<file path="src/rtl/ssegment_reader_if.sv">
// Bundle between a multiplexed seven-segment display driver and its reader.
// The driver side (master) supplies digit selects and segment levels; the
// reader side (slave) returns the decoded digits and per-digit status.
interface ssegment_reader_if;
   logic [3:0]  grounds;   // digit selects, active-low, bit i = digit i
   logic [6:0]  display;   // segments {a,b,c,d,e,f,g}, active-high
   logic [15:0] digits;    // decoded hex value per digit, digit i in [4i+3:4i]
   logic [3:0]  valid;     // digit i last captured a legal pattern
   logic [3:0]  err;       // digit i last captured an illegal pattern
   logic        frame;     // one-cycle pulse when all digits captured

   modport master (
      output grounds, display,
      input  digits, valid, err, frame
   );

   modport slave (
      input  grounds, display,
      output digits, valid, err, frame
   );
endinterface

</file>
<file path="src/rtl/ssegment_reader.sv">
// Seven-segment display reader: watches a multiplexed display, waits for the
// select/segment pair to dwell for STABLE_CNT matching edges, then decodes
// the pattern into a hex digit with legal/blank/illegal status. A frame
// pulse marks the point where every digit has been captured at least once.
module ssegment_reader #(
   parameter int unsigned STABLE_CNT = 4   // legal 1..255
) (
   input logic              clk,
   input logic              rst_n,
   ssegment_reader_if.slave bus
);

   localparam logic [7:0] STABLE_Q = 8'(STABLE_CNT);
   localparam logic [7:0] PRE_Q    = 8'(STABLE_CNT - 1);

   // last sampled input pair and dwell tracking
   logic [3:0]  grounds_q;
   logic [6:0]  display_q;
   logic [7:0]  dwell_q, dwell_d;

   // registered outputs and frame bookkeeping
   logic [15:0] digits_q, digits_d;
   logic [3:0]  valid_q, valid_d;
   logic [3:0]  err_q, err_d;
   logic        frame_q, frame_d;
   logic [3:0]  seen_q, seen_d;

   // combinational helpers
   logic        sel_valid;
   logic        match;
   logic        capture;
   logic [3:0]  sel_hit;
   logic [3:0]  seg_code;
   logic        seg_legal;
   logic        seg_blank;
   logic [3:0]  seen_nxt;

   // A select is usable only when exactly one digit line is pulled low
   always_comb begin
      sel_valid = 1'b0;
      case (bus.grounds)
         4'b1110, 4'b1101, 4'b1011, 4'b0111: sel_valid = 1'b1;
         default:                            sel_valid = 1'b0;
      endcase
   end

   // Per-digit capture strobe; with a valid select only one bit can be set
   generate
      for (genvar gi = 0; gi < 4; gi++) begin : g_hit
         assign sel_hit[gi] = capture & ~bus.grounds[gi];
      end
   endgenerate

   // Segment pattern to hex decode; blank is tracked separately from illegal
   always_comb begin
      seg_code  = 4'h0;
      seg_legal = 1'b1;
      case (bus.display)
         7'h7E: seg_code = 4'h0;
         7'h30: seg_code = 4'h1;
         7'h6D: seg_code = 4'h2;
         7'h79: seg_code = 4'h3;
         7'h33: seg_code = 4'h4;
         7'h5B: seg_code = 4'h5;
         7'h5F: seg_code = 4'h6;
         7'h70: seg_code = 4'h7;
         7'h7F: seg_code = 4'h8;
         7'h7B: seg_code = 4'h9;
         7'h77: seg_code = 4'hA;
         7'h1F: seg_code = 4'hB;
         7'h4E: seg_code = 4'hC;
         7'h3D: seg_code = 4'hD;
         7'h4F: seg_code = 4'hE;
         7'h47: seg_code = 4'hF;
         default: seg_legal = 1'b0;
      endcase
      seg_blank = (bus.display == 7'h00);
   end

   // Dwell counting, capture decision and next-state of the outputs
   always_comb begin
      match   = sel_valid && (bus.grounds == grounds_q) && (bus.display == display_q);
      dwell_d = 8'd0;
      if (match) begin
         dwell_d = (dwell_q >= STABLE_Q) ? STABLE_Q : dwell_q + 8'd1;
      end
      // Fires only on the STABLE_CNT-1 -> STABLE_CNT step, so a saturated
      // counter never re-captures the same dwell.
      capture = match && (dwell_q == PRE_Q);

      digits_d = digits_q;
      valid_d  = valid_q;
      err_d    = err_q;
      frame_d  = 1'b0;
      seen_d   = seen_q;
      seen_nxt = seen_q | sel_hit;

      for (int i = 0; i < 4; i++) begin
         if (sel_hit[i]) begin
            if (seg_legal) begin
               digits_d[4*i +: 4] = seg_code;
               valid_d[i]         = 1'b1;
               err_d[i]           = 1'b0;
            end else begin
               // blank and illegal both keep the old value, only err differs
               valid_d[i] = 1'b0;
               err_d[i]   = ~seg_blank;
            end
         end
      end

      if (capture) begin
         if (seen_nxt == 4'hF) begin
            frame_d = 1'b1;
            seen_d  = 4'h0;
         end else begin
            seen_d  = seen_nxt;
         end
      end
   end

   // State registers; reset parks the last pair on an invalid select
   always_ff @(posedge clk or negedge rst_n) begin
      if (!rst_n) begin
         grounds_q <= 4'hF;
         display_q <= 7'h00;
         dwell_q   <= 8'd0;
         digits_q  <= 16'h0000;
         valid_q   <= 4'h0;
         err_q     <= 4'h0;
         frame_q   <= 1'b0;
         seen_q    <= 4'h0;
      end else begin
         grounds_q <= bus.grounds;
         display_q <= bus.display;
         dwell_q   <= dwell_d;
         digits_q  <= digits_d;
         valid_q   <= valid_d;
         err_q     <= err_d;
         frame_q   <= frame_d;
         seen_q    <= seen_d;
      end
   end

   assign bus.digits = digits_q;
   assign bus.valid  = valid_q;
   assign bus.err    = err_q;
   assign bus.frame  = frame_q;

endmodule

</file>
<file path="src/flat_wrapper.sv">
// flat-port wrapper written by rule: the top's interface ports become plain ports
module ssegment_reader_flat 
#(
   parameter int unsigned STABLE_CNT = 4                  
)
  (clk, rst_n, bus_grounds, bus_display, bus_digits, bus_valid, bus_err, bus_frame);
  ssegment_reader_if bus_i ();
  input logic clk;
  input logic rst_n;
  input wire logic [$bits(bus_i.grounds)-1:0] bus_grounds;
  input wire logic [$bits(bus_i.display)-1:0] bus_display;
  output wire logic [$bits(bus_i.digits)-1:0] bus_digits;
  output wire logic [$bits(bus_i.valid)-1:0] bus_valid;
  output wire logic [$bits(bus_i.err)-1:0] bus_err;
  output wire logic [$bits(bus_i.frame)-1:0] bus_frame;
  assign bus_i.grounds = bus_grounds;
  assign bus_i.display = bus_display;
  assign bus_digits = bus_i.digits;
  assign bus_valid = bus_i.valid;
  assign bus_err = bus_i.err;
  assign bus_frame = bus_i.frame;
  ssegment_reader #(.STABLE_CNT(STABLE_CNT)) u_core (.clk(clk), .rst_n(rst_n), .bus(bus_i));
endmodule
</file>
<file path="config.mk">
export PLATFORM = sky130hd
export DESIGN_NAME = ssegment_reader_flat
export DESIGN_NICKNAME = d
export VERILOG_FILES = /design/src/rtl/ssegment_reader_if.sv /design/src/rtl/ssegment_reader.sv /design/src/flat_wrapper.sv
export SDC_FILE = /design/constraint.sdc
export NUM_CORES = 1
export LEC_CHECK = 0
export CAP_MARGIN = 20
export CORE_ASPECT_RATIO = 2
export CORE_UTILIZATION = 30
export CTS_BUF_LIST = sky130_fd_sc_hd__clkbuf_8
export DETAILED_ROUTE_END_ITERATION = 10
export PLACE_DENSITY_LB_ADDON = 0.08
export SLEW_MARGIN = 5
export SYNTH_ARGS = -nofsm -noshare
export SYNTH_HDL_FRONTEND = slang
export SYNTH_SLANG_ARGS = --single-unit
export TNS_END_PERCENT = 10
</file>
<file path="constraint.sdc">
create_clock -name clk -period 2.9 [get_ports clk]
set_input_delay 0.29 -clock clk [delete_from_list [all_inputs] [get_ports clk]]
set_output_delay 0.29 -clock clk [all_outputs]
set_load 0.02 [all_outputs]
</file>
# Word level (Yosys, flattened, before mapping)
# Index checks and enable logic that the tools add are counted.
# W data, S select, Z words.
# op_classes
n_reduce_logical	10
n_addsub	1
eq_ne	24
mux	10
n_lt_le_gt_ge	1
n_bitwise	10
# ops
operator	count
$eq A7 B7 Y1 const B	12
$pmux W4 S15	1
$eq A7 B6 Y1 const B	3
$eq A4 B4 Y1 const B	4
$mux W8	2
$reduce_or A16 Y1	1
$add A8 B1 Y8 const B	1
$eq A8 B2 Y1 const B	1
$ge A8 B3 Y1 const B	1
$reduce_and A2 Y1	4
$eq A7 B5 Y1 const B	1
$eq A7 B7 Y1	1
$logic_not A7 Y1	1
$mux W1	6
$not A1 Y1	5
$and A1 B1 Y1	4
$eq A4 B3 Y1 const B	1
$eq A4 B4 Y1	1
$mux W4	1
$or A4 B4 Y4	1
$reduce_or A4 Y1	1
$logic_and A1 B1 Y1	3
# word_totals
reg_bits	48
inputBits	13
out_inout_bits	25
elab_cells	73

# Longest topological paths before layout
# logic_depth
ltp_word	11
ltp_mapped	7
mapped_depth_nobuf	5

# Worst setup path before layout
# OpenSTA, ideal clock, no wires.
# synth_timing
kind	input -> register
from	input port bus_grounds[2]
to	register u_core.err_q[3] (netlist: u_core.bus.err[3])
stages	6
setup_time_ns	0.125
required_ns	2.775
path_buffers	1
path_slack_ns	0.725
arrival_ns	2.050
cell_sequence	buf_2 or4_4 a21oi_4 o211ai_2 or4b_4 mux2_4
# synth_via
elab_chain_cells	7
elab_cells_between_ends	11
cone_classes	eq/ne (5); mux (1); bitwise (1); reduce/logical (4)
# synth_rtl
item	line	rtl
start, declared	flat_wrapper.sv:10	input wire logic [$bits(bus_i.grounds)-1:0] bus_grounds;
$eq A4 B4 Y1 / $eq A4 B3 Y1 (equally long branches)	ssegment_reader.sv:41	case (bus.grounds)
$reduce_or A4 Y1	ssegment_reader.sv:41	
$mux W1	ssegment_reader.sv:41	
$logic_and A1 B1 Y1 (*) (2 in a row)	ssegment_reader.sv:82	match = sel_valid && (bus.grounds == grounds_q) && (bus.display == display_q);
$logic_and A1 B1 Y1 (*)	ssegment_reader.sv:89	capture = match && (dwell_q == PRE_Q);
$and A1 B1 Y1 (*)	ssegment_reader.sv:50	assign sel_hit[gi] = capture & ~bus.grounds[gi];
end signal, assigned	ssegment_reader.sv:139	err_q <= err_d;
end, declared	ssegment_reader.sv:24	logic [3:0] err_q, err_d;
# Every way passes the cells marked *; elsewhere a longest branch is shown, timed or not.
# A chain may end at the register's enable or synchronous reset.

# Worst setup path in the final report
# layout_timing
from	input port bus_display[3]
to	register u_core.digits_q[0] (netlist: u_core.bus.digits[0])
# layout_via
elab_chain_cells	5
elab_cells_between_ends	24
cone_classes	eq/ne (17); mux (2); bitwise (1); reduce/logical (4)
# layout_rtl
item	line	rtl
start, declared	flat_wrapper.sv:11	input wire logic [$bits(bus_i.display)-1:0] bus_display;
parallel branches: the longest is 5 deep, another holds $reduce_or A16 Y1	n/a	
end signal, assigned	ssegment_reader.sv:137	digits_q <= digits_d;
end, declared	ssegment_reader.sv:22	logic [15:0] digits_q, digits_d;
# Parallel ways; which one is timed is not known.

==> flow_metrics.tcl <==
set metrics [dict create \
    firstDrtPassIters 4 \
    grt_max_degree 39 \
    synth-seq-cells 48 \
    cp_max_fo 13 \
    grt_usage_pct 17.03 \
    cts_buffers 5 \
    clk_path_buf_depth 2 \
    overflow 0 \
    fin_crit_sh_pct 84.65 \
    dieArea_sq_um 8545 \
    ir_drop_mv 0.2323 \
    power_density_nw_per_um2 383.7 \
    hold_viol 0 \
    max_slew_margin_pct 53.82 \
    postRouteAntennaNets 0 \
    synthTopCellsByCount "dfrtp_1, inv_1, a21oi_1, nor3_1" \
    cts.htree.levels 2 \
    vias 1914 \
    grt_pass1_vias 2006 \
    cts_tree "done" \
    grt_pass1_wl_microns 10650 \
    nNetsFinal 301 \
    ys_dominant_reg_cell "dfrtp_1" \
    gp_congestion 0.8470 \
    io_buffers 37 \
    rows 46 \
    clk_latency_ns 0.31 \
    hp-class "in2async" \
    syn_inst 225 \
    cts.repair.resized 0 \
    crit_family "simple AND/OR/NAND/NOR gates" \
    io_pins 38 \
    die_w_microns 65.87 \
    worstPathRequired_ns 3.10 \
    synthTopCellsByArea "dfrtp_1, dfstp_2, xor2_1" \
    root_buffer "clkbuf_8" \
    async_reset_ff_share_pct 100.0 \
    dp_cells 374 \
    postSynthAreaPerCell_sq_um 10.88 \
    ys_types 56 \
    setup_viol 0 \
    routed_wl_microns 6562 \
    drive_gt1_share_pct 18.88 \
    finalSetupTns_ns 0 \
    postCtsSetupBuffers 0 \
    crit_slowest_cell "clkdlybuf4s50_1" \
    drv_slew 0 \
    antenna_found_initial 0 \
    viasPerCell 5.010 \
    synth_edf_count 0 \
    worstRegToRegCells 5 \
    reg2reg_slack_ns 0.72 \
    crit_path_max_incr_delay_ns 0.64 \
    grt_setup_unrepaired "no" \
    seq_area_frac_synth_pct 49.28 \
    fmax_mhz 407.4 \
    setup.worst_path.end_class "register" \
    n_antenna_cell 0 \
    die_height_microns 129.7 \
    skew_ns 0.01275 \
    area_growth_pct 28.94 \
    fin_cells 382 \
    postCtsHoldBufs 1 \
    coreArea_sq_um 7943 \
    critPathKind "in2reg" \
    synth.most_common_cell "dfrtp_1" \
    r2r_start "u_core.grounds_q[2]$_DFF_PN1_" \
    static-leakage-power_nw 1.405 \
    drt-initial-drc-count 116 \
    run_status "finished, final reports clean" \
    dp_hpwl_microns 5118 \
    reg2reg_to "u_core.bus.err[3]$_DFFE_PN0P_" \
    maxCapViolations 0 \
    synth.largest_area_cell "dfrtp_1" \
    critPathLaunchType "input port" \
    cts_sinks 48 \
    start_util_pct 30.81 \
    worst_slew_pin_slew_ns 0.6890 \
    avgRoutedWirePerCell_microns 17.18 \
    path_cells "clkdlybuf4s50_1, or4b_1, a211oi_1, nor3_2, a211oi_2, mux2_2" \
    clkTransAtPathRegs_ns 0.10 \
    yosys_warnings 0 \
    drc 0 \
    arrival_ns 2.66 \
    fin_crit_ns 2.455 \
    path_buf_inv 1 \
    netlist_area_sq_um 2447 \
    synth_top_cell_area_share_pct 44.99 \
]
-- layout by cell type, fill, tap and decap left out, drive strengths merged, types with 4 or more instances in the layout --
master	count
mux2i	6
conb	5
clkdlybuf4s50	36
nand4b	7
nand3	9
buf	25
a21oi	14
nand2	9
or4b	4
nor3b	4
mux2	8
a21o	7
inv	14
dfstp	4
nand2b	6
dfrtp	44
o22ai	4
nor4	5
xor2	8
nor3	12
a211oi	5
nor2	8
clkbuf	5
-- kinds of logic after synthesis --
kind of cell / synth area share, %
simple gates: 20.91
flops: 49.28
compound gates: 14.01
buf+inv: 4.754
mux: 6.288
xor+xnor: 3.579
fa+ha+maj: 1.022
other cells: 0.1532
-- report_power, final --
part	leakage [nW]	total [mW]	switching [mW]	internal [mW]
clock network	0.0400	0.388	0.224	0.164
registers	0.577	0.687	0.00510	0.682
logic	0.788	0.136	0.0800	0.0555
-- layout make-up --
class                           count  area [sq um]
Sequential cell                    48          1206
Multi-Input combinational cell    155          1140
Tap cell                           96         120.1
Clock buffer                        5         68.82
Clock inverter                      2         12.51
Timing Repair Buffer               62         555.5
Fill cell                         796          4787
Inverter                           14         52.55
-- metrics by stage --
step           instance area, sq um  setup WS, ns  total power [mW]  hold WS [ns]  utilization [%]
2_1_floorplan                  2462        0.7253            0.7659     -0.005591                -
3_3_place_gp                   3064        0.1272            0.8374        0.1732            38.58
3_5_place_dp                   3064        0.1010            0.8372        0.1778            38.58
4_1_cts                        3156        0.4473             1.231        0.3927            39.73
5_1_grt                        3156        0.3069             1.274        0.3920            39.73
6_report                       3156        0.4452             1.211        0.3858            39.73
-- registers in the layout, indices dropped and copies added (netlist names) --
signal / flops
u_core.bus.digits: 16
u_core.dwell_q: 8
u_core.display_q: 7
u_core.bus.err: 4
u_core.bus.valid: 4
u_core.grounds_q: 4
u_core.seen_q: 4
u_core.bus.frame: 1
-- routing by layer --
metal / share of wire (%) / GRT usage [%] / up-vias
li1: - / - / 931
met1: 37 / 18.19 / 944
met2: 58 / 31.81 / 32
met3: 2.6 / 2.622 / 7
met4: 2.3 / 7.417 / 0
met5: 0 / 0 / -
-- worst max-delay path by stage --
stage                         from                               end  slack, ns  cells after the start
floorplan           bus_grounds[2]     u_core.bus.err[3]$_DFFE_PN0P_       0.73                      6
global placement    bus_display[6]  u_core.bus.digits[4]$_DFFE_PN0P_       0.13                      8
detailed placement  bus_display[3]  u_core.bus.digits[0]$_DFFE_PN0P_       0.10                      6
CTS                 bus_display[3]  u_core.bus.digits[0]$_DFFE_PN0P_       0.45                      6
global route        bus_display[3]  u_core.bus.digits[4]$_DFFE_PN0P_       0.31                      6
finish              bus_display[3]  u_core.bus.digits[0]$_DFFE_PN0P_       0.45                      6
Power figures use the tool's default switching activity.
